**config.mk**
```make
export PLATFORM = sky130hd
export DESIGN_NAME = hazard_unit_flat
export DESIGN_NICKNAME = d
export VERILOG_FILES = /design/src/rtl/cpu_types_pkg.sv /design/src/rtl/hazard_unit_if.sv /design/src/rtl/hazard_unit.sv /design/src/flat_wrapper.sv
export SDC_FILE = /design/constraint.sdc
export NUM_CORES = 1
export LEC_CHECK = 0
export BUFFER_PORTS_ARGS = -buffer_cell sky130_fd_sc_hd__buf_4
export CORE_AREA = 2 2 39 41
export CTS_CLUSTER_DIAMETER = 40
export DETAILED_ROUTE_END_ITERATION = 7
export DIE_AREA = 0 0 41 43
export PLACE_DENSITY = 0.52
export SLEW_MARGIN = 5
export SYNTH_ARGS = -nofsm -noshare
export SYNTH_HDL_FRONTEND = slang
export SYNTH_SLANG_ARGS = --single-unit
```
**constraint.sdc**
```tcl
create_clock -name CLK -period 2.1 [get_ports CLK]
set_input_delay 0.42 -clock CLK [delete_from_list [all_inputs] [get_ports CLK]]
set_output_delay 0.42 -clock CLK [all_outputs]
set_load 0.05 [all_outputs]
```
**src/rtl/cpu_types_pkg.sv**
```systemverilog
// Shared CPU types: register index, hazard-unit state and the rule that wins priority each cycle.
package cpu_types_pkg;

  localparam int unsigned REG_W  = 5;
  localparam int unsigned LCNT_W = 3;
  localparam int unsigned PERF_W = 32;

  typedef logic [REG_W-1:0] regbits_t;

  typedef enum logic [1:0] {
    RUN    = 2'd0,
    LSTALL = 2'd1,
    HALTED = 2'd2
  } hazard_state_t;

  // Which hazard rule controls the pipeline in the current cycle
  typedef enum logic [2:0] {
    R_IDLE     = 3'd0,
    R_HALT     = 3'd1,
    R_DMEM     = 3'd2,
    R_REDIRECT = 3'd3,
    R_LOAD     = 3'd4,
    R_IMEM     = 3'd5,
    R_HALTED   = 3'd6
  } hazard_rule_t;

endpackage

```
**src/rtl/hazard_unit_if.sv**
```systemverilog
// Hazard unit signal bundle: decoded stage fields in, pipeline enables/flushes out.
// Perf counter signals exist only when HAZARD_PERF_EN is defined.
interface hazard_unit_if;
  import cpu_types_pkg::*;

  regbits_t rs_id;
  regbits_t rt_id;
  regbits_t regSel_ex;
  logic     regWrite_ex;
  logic     memRead_ex;
  logic     dmemREN_mem;
  logic     dmemWEN_mem;
  logic     dhit;
  logic     ihit;
  logic     redirect_mem;
  logic     halt_wb;

  logic     pc_en;
  logic     ifid_en;
  logic     idex_en;
  logic     exmem_en;
  logic     memwb_en;
  logic     ifid_flush;
  logic     idex_flush;
  logic     exmem_flush;
  logic     halted;

`ifdef HAZARD_PERF_EN
  logic [PERF_W-1:0] stall_load_cnt;
  logic [PERF_W-1:0] stall_dmem_cnt;
  logic [PERF_W-1:0] stall_imem_cnt;
  logic [PERF_W-1:0] flush_cnt;
`endif

  modport hu (
    input  rs_id, rt_id, regSel_ex, regWrite_ex, memRead_ex,
    input  dmemREN_mem, dmemWEN_mem, dhit, ihit, redirect_mem, halt_wb,
`ifdef HAZARD_PERF_EN
    output stall_load_cnt, stall_dmem_cnt, stall_imem_cnt, flush_cnt,
`endif
    output pc_en, ifid_en, idex_en, exmem_en, memwb_en,
    output ifid_flush, idex_flush, exmem_flush, halted
  );

  modport tb (
    output rs_id, rt_id, regSel_ex, regWrite_ex, memRead_ex,
    output dmemREN_mem, dmemWEN_mem, dhit, ihit, redirect_mem, halt_wb,
`ifdef HAZARD_PERF_EN
    input  stall_load_cnt, stall_dmem_cnt, stall_imem_cnt, flush_cnt,
`endif
    input  pc_en, ifid_en, idex_en, exmem_en, memwb_en,
    input  ifid_flush, idex_flush, exmem_flush, halted
  );

endinterface

```
**src/rtl/hazard_unit.sv**
```systemverilog
// Pipeline stall/flush control for the 5-stage datapath (load-use, cache waits, redirects, halt).
// Optional HAZARD_PERF_EN adds per-rule cycle counters.
module hazard_unit import cpu_types_pkg::*; #(
  parameter int unsigned LOAD_STALL_CYCLES = 1
) (
  input  logic      CLK,
  input  logic      nRST,
  hazard_unit_if.hu hif
);

  localparam logic [LCNT_W-1:0] LCNT_INIT = LCNT_W'(LOAD_STALL_CYCLES - 1);

  hazard_state_t     state, state_nx;
  logic [LCNT_W-1:0] lcnt, lcnt_nx;
  hazard_rule_t      rule;
  logic              dmem_busy;
  logic              load_use;

  assign dmem_busy = (hif.dmemREN_mem | hif.dmemWEN_mem) & ~hif.dhit;
  assign load_use  = hif.memRead_ex & hif.regWrite_ex & (hif.regSel_ex != '0) &
                     ((hif.regSel_ex == hif.rs_id) | (hif.regSel_ex == hif.rt_id));

  always_ff @(posedge CLK or negedge nRST) begin
    if (!nRST) begin
      state <= RUN;
      lcnt  <= '0;
    end else begin
      state <= state_nx;
      lcnt  <= lcnt_nx;
    end
  end

  // Priority resolution and next state
  always_comb begin
    state_nx = state;
    lcnt_nx  = lcnt;
    rule     = R_IDLE;
    case (state)
      HALTED: rule = R_HALTED;
      default: begin
        if (hif.halt_wb) begin
          rule     = R_HALT;
          state_nx = HALTED;
          lcnt_nx  = '0;
        end else if (dmem_busy) begin
          rule = R_DMEM;
        end else if (hif.redirect_mem) begin
          rule     = R_REDIRECT;
          state_nx = RUN;
          lcnt_nx  = '0;
        end else if (state == LSTALL) begin
          rule    = R_LOAD;
          lcnt_nx = lcnt - LCNT_W'(1);
          if (lcnt == LCNT_W'(1)) state_nx = RUN;
        end else if (load_use) begin
          rule = R_LOAD;
          if (LOAD_STALL_CYCLES > 1) begin
            state_nx = LSTALL;
            lcnt_nx  = LCNT_INIT;
          end
        end else if (!hif.ihit) begin
          rule = R_IMEM;
        end
      end
    endcase
  end

  // Mealy outputs from the winning rule
  always_comb begin
    hif.pc_en       = 1'b1;
    hif.ifid_en     = 1'b1;
    hif.idex_en     = 1'b1;
    hif.exmem_en    = 1'b1;
    hif.memwb_en    = 1'b1;
    hif.ifid_flush  = 1'b0;
    hif.idex_flush  = 1'b0;
    hif.exmem_flush = 1'b0;
    hif.halted      = 1'b0;
    case (rule)
      R_HALT, R_HALTED, R_DMEM: begin
        hif.pc_en    = 1'b0;
        hif.ifid_en  = 1'b0;
        hif.idex_en  = 1'b0;
        hif.exmem_en = 1'b0;
        hif.memwb_en = 1'b0;
        hif.halted   = (rule != R_DMEM);
      end
      R_REDIRECT: begin
        hif.ifid_flush  = 1'b1;
        hif.idex_flush  = 1'b1;
        hif.exmem_flush = 1'b1;
      end
      R_LOAD: begin
        hif.pc_en      = 1'b0;
        hif.ifid_en    = 1'b0;
        hif.idex_flush = 1'b1;
      end
      R_IMEM: begin
        hif.pc_en      = 1'b0;
        hif.ifid_flush = 1'b1;
      end
      default: ;
    endcase
  end

`ifdef HAZARD_PERF_EN
  logic [PERF_W-1:0] ld_cnt, dm_cnt, im_cnt, fl_cnt;

  // R_HALTED is never counted, so the counters freeze once halted
  always_ff @(posedge CLK or negedge nRST) begin
    if (!nRST) begin
      ld_cnt <= '0;
      dm_cnt <= '0;
      im_cnt <= '0;
      fl_cnt <= '0;
    end else begin
      if (rule == R_LOAD)     ld_cnt <= ld_cnt + PERF_W'(1);
      if (rule == R_DMEM)     dm_cnt <= dm_cnt + PERF_W'(1);
      if (rule == R_IMEM)     im_cnt <= im_cnt + PERF_W'(1);
      if (rule == R_REDIRECT) fl_cnt <= fl_cnt + PERF_W'(1);
    end
  end

  assign hif.stall_load_cnt = ld_cnt;
  assign hif.stall_dmem_cnt = dm_cnt;
  assign hif.stall_imem_cnt = im_cnt;
  assign hif.flush_cnt      = fl_cnt;
`endif

endmodule

```
**src/flat_wrapper.sv**
```systemverilog
// flat-port wrapper written by rule: the top's interface ports become plain ports
module hazard_unit_flat import cpu_types_pkg::*;
#(
  parameter int unsigned LOAD_STALL_CYCLES = 1
)
  (CLK, nRST, hif_rs_id, hif_rt_id, hif_regSel_ex, hif_regWrite_ex, hif_memRead_ex, hif_dmemREN_mem, hif_dmemWEN_mem, hif_dhit, hif_ihit, hif_redirect_mem, hif_halt_wb, hif_pc_en, hif_ifid_en, hif_idex_en, hif_exmem_en, hif_memwb_en, hif_ifid_flush, hif_idex_flush, hif_exmem_flush, hif_halted);
  hazard_unit_if hif_i ();
  input  logic CLK;
  input  logic nRST;
  input wire logic [$bits(hif_i.rs_id)-1:0] hif_rs_id;
  input wire logic [$bits(hif_i.rt_id)-1:0] hif_rt_id;
  input wire logic [$bits(hif_i.regSel_ex)-1:0] hif_regSel_ex;
  input wire logic [$bits(hif_i.regWrite_ex)-1:0] hif_regWrite_ex;
  input wire logic [$bits(hif_i.memRead_ex)-1:0] hif_memRead_ex;
  input wire logic [$bits(hif_i.dmemREN_mem)-1:0] hif_dmemREN_mem;
  input wire logic [$bits(hif_i.dmemWEN_mem)-1:0] hif_dmemWEN_mem;
  input wire logic [$bits(hif_i.dhit)-1:0] hif_dhit;
  input wire logic [$bits(hif_i.ihit)-1:0] hif_ihit;
  input wire logic [$bits(hif_i.redirect_mem)-1:0] hif_redirect_mem;
  input wire logic [$bits(hif_i.halt_wb)-1:0] hif_halt_wb;
  output wire logic [$bits(hif_i.pc_en)-1:0] hif_pc_en;
  output wire logic [$bits(hif_i.ifid_en)-1:0] hif_ifid_en;
  output wire logic [$bits(hif_i.idex_en)-1:0] hif_idex_en;
  output wire logic [$bits(hif_i.exmem_en)-1:0] hif_exmem_en;
  output wire logic [$bits(hif_i.memwb_en)-1:0] hif_memwb_en;
  output wire logic [$bits(hif_i.ifid_flush)-1:0] hif_ifid_flush;
  output wire logic [$bits(hif_i.idex_flush)-1:0] hif_idex_flush;
  output wire logic [$bits(hif_i.exmem_flush)-1:0] hif_exmem_flush;
  output wire logic [$bits(hif_i.halted)-1:0] hif_halted;
  assign hif_i.rs_id = hif_rs_id;
  assign hif_i.rt_id = hif_rt_id;
  assign hif_i.regSel_ex = hif_regSel_ex;
  assign hif_i.regWrite_ex = hif_regWrite_ex;
  assign hif_i.memRead_ex = hif_memRead_ex;
  assign hif_i.dmemREN_mem = hif_dmemREN_mem;
  assign hif_i.dmemWEN_mem = hif_dmemWEN_mem;
  assign hif_i.dhit = hif_dhit;
  assign hif_i.ihit = hif_ihit;
  assign hif_i.redirect_mem = hif_redirect_mem;
  assign hif_i.halt_wb = hif_halt_wb;
  assign hif_pc_en = hif_i.pc_en;
  assign hif_ifid_en = hif_i.ifid_en;
  assign hif_idex_en = hif_i.idex_en;
  assign hif_exmem_en = hif_i.exmem_en;
  assign hif_memwb_en = hif_i.memwb_en;
  assign hif_ifid_flush = hif_i.ifid_flush;
  assign hif_idex_flush = hif_i.idex_flush;
  assign hif_exmem_flush = hif_i.exmem_flush;
  assign hif_halted = hif_i.halted;
  hazard_unit #(.LOAD_STALL_CYCLES(LOAD_STALL_CYCLES)) u_core (.CLK(CLK), .nRST(nRST), .hif(hif_i));
endmodule
```
==> impl_metrics.csv <==
group,metric,value,unit
drt,routed_wl,806,µm
run,maxCapViolCount,0,
place,place_congestion,0.634,
timing,fin_ws,-0.00794,ns
floorplan,die_h,43,µm
critical_path,cp-end-kind,"primary output",
grt,grt_start_max_net_pins,8,
power_and_ir_drop,power_density,163,nW/µm²
hold_path,hold_path.class,"in -> async",
finish,layout-drive-gt1-share,0.714,
outcome,status,"complete, but fails checks",
critical_path,worst-setup-path-type,"in -> out",
logic_synthesis,synthesis.area,254,µm²
power_and_ir_drop,total_power,0.106,mW
critical_path,arrival,1.69,ns
finish,top_regs,"u_core.state (1)",
timing,fin_crit,2.11,ns
logic_synthesis,synthCells,34,
floorplan,fp.coreArea,1380,µm²
clock_network,cts.clk_slew.worst_paths,0,ns
timing,fin_crit_sh,1.00,
logic_synthesis,netlist_top_cells_area,"xnor2_1 (34%), dfrtp_1 (9.9%), buf_4 (5.9%)",
logic_synthesis,syn_nets,59,
finish,final_common_cell,"buf_4",
timing,tightest_slew,0.281,ns
floorplan,io_pins,34,
timing,slew_violations,0,
finish,synthToLayoutAreaGrowth,156,%
finish,fin_util,0.469,
drt,antenna_left,0,
place,post-place-ws,-0.100,ns
power_and_ir_drop,p_leak,0.287,nW
timing,setup_viol,1,
drt,drc,0,
power_and_ir_drop,clkPwrFrac,0,
critical_path,cp_slowest_cell,"or4_4",
logic_synthesis,synth_top_area_cell,"xnor2_1",
critical_path,cp_max_fo,2,
drt,routedWlPerCell,9.37,µm
grt,grt_use_total,0.0933,
logic_synthesis,synth_top_area_frac,0.345,
grt,overflow,0,
floorplan,rows,14,
timing,relSlewSlack,0.813,
critical_path,cp_slowest_stage_delay,0.54,ns
power_and_ir_drop,power.internal,0.0751,mW
timing,fmax,474,MHz
power_and_ir_drop,swShare,0.290,
timing,hold_viol,0,
critical_path,cp_cell_sequence,"buf_6 > or4_4 > o211ai_4 > nor3b_2 > a21o_4 > buf_8",
drt,avgViaCountPerCell,4.24,
clock_network,clk_latency,0,ns
power_and_ir_drop,switchingPower,0.0307,mW
logic_synthesis,synth-seq-cells,1,
logic_synthesis,ys_types,20,
critical_path,r2r_slack,1.33,ns
grt,grt_first_pass_wirelength,1250,µm
critical_path,crit_required,1.68,ns
drt,dr.pass1.iters,2,
floorplan,die_x,41,µm
finish,insertedDiodeCount,0,
grt,grt_pass1_vias,353,
timing,finClkSkew,0,ns
logic_synthesis,yosysSeqAreaShare,0.0985,
floorplan,start_util,0.184,
power_and_ir_drop,irDropWorstVdd,0.119,mV
floorplan,dieArea,1760,µm²
critical_path,start_kind,"primary input",
logic_synthesis,yosys_warnings,0,
drt,dr.first_iter.drc_count,2,
finish,fin_nets,97,
critical_path,rr_worst_depth,1,
finish,final_cell_mix,"buf_4 (32), xnor2_1 (10), buf_6 (5)",
power_and_ir_drop,comb_power_share,0.814,
logic_synthesis,syn_area_per_cell,7.47,µm²
timing,rsz0062_at_grt,"yes",
drt,vias,365,
finish,largest_reg_flops,1,
grt,antenna_found_initial,0,
outcome,violations,"negative setup slack",
finish,top_register,"u_core.state",
place,port_buffers,33,
clock_network,post_cts_buffers,0,
power_and_ir_drop,power_frac_seq,0.186,
==> power by group through the flow <==
| stage | Combinational, mW | Sequential, mW | Clock [mW] |
|---|---|---|---|
| final | 0.0861 | 0.0196 | 0 |
| after global routing | 0.0927 | 0.0196 | 0 |
| after CTS | 0.0877 | 0.0196 | 0 |
| after detailed placement | 0.0816 | 0.0196 | 0 |
| after global placement | 0.0813 | 0.0196 | 0 |
| after floorplan | 0.0299 | 0.0196 | 0 |
==> through the flow <==
| stage | cell area, µm² | instances | setup TNS [ns] | hold slack, ns |
|---|---|---|---|---|
| floorplan | 308 | 34 | 0 | 0.124 |
| global placement | 598 | 86 | -0.260 | 0.196 |
| detailed placement | 598 | 86 | -0.326 | 0.197 |
| CTS | 649 | 86 | -0.0790 | 0.197 |
| global route | 649 | 86 | -0.108 | 0.198 |
| finish | 649 | 86 | -0.00794 | 0.196 |
==> Yosys cell counts (all sizes together) <==
cell type	count
nand2	2
dfrtp	1
nand3	2
and2	1
o211ai	1
o21ai	2
a21o	1
nor2	1
a21boi	1
nor3b	1
inv	1
or4	1
nor2b	1
o22ai	1
buf	2
o21bai	1
or2	2
xnor2	10
a21oi	2
==> path summary, 6_finish.rpt <==
| check | startpoint | end |
|---|---|---|
| setup / recovery | hif_regSel_ex[2] | hif_idex_flush |
| hold reg to reg | u_core.state[1] | u_core.state[1] |
| hold / removal | nRST | u_core.state[1] |
| setup reg to reg | u_core.state[1] | u_core.state[1] |
| max in group asynchronous | nRST | u_core.state[1] |
| min in group CLK | u_core.state[1] | u_core.state[1] |
==> what timing repair did <==
item	4_1_cts	5_1_grt
hold buffers	0	0
resized for setup	12	0
endpoints found under the setup margin	4	4
pin swaps	6	4
==> routing by layer <==
metal / GRT usage / share of wire / wire length [µm]
met1: 0.106 / 0.34 / 271
met2: 0.184 / 0.55 / 441
met3: 0.00524 / 0.12 / 93
met4: 0 / 0 / 0
met5: 0 / 0 / 0
==> worst max-delay path, delay by kind of cell <==
kind | cells | cell delay (ns)
AO/OA/AOI/OAI | 2 | 0.42
AND/OR/NAND/NOR | 2 | 0.61
buffers and inverters | 2 | 0.23
==> cells by family (layout without fill, tap and decap cells) <==
logic type	after synthesis	in the layout	share of synthesized area
DFF	1	1	0.0985
and+or+nand+nor	11	11	0.241
xor gates and xnor gates	10	10	0.345
AOI/OAI and AO/OA	9	9	0.241
buffers and inverters	3	39	0.0739
==> cell type report <==
cell class,instances,area [µm²]
sequential,1,25.0
fill,138,734
inverter,1,3.75
multi-input combinational,30,289
timing repair buffer,38,312
tap,16,20.0
(Power assumes the default switching activity.)
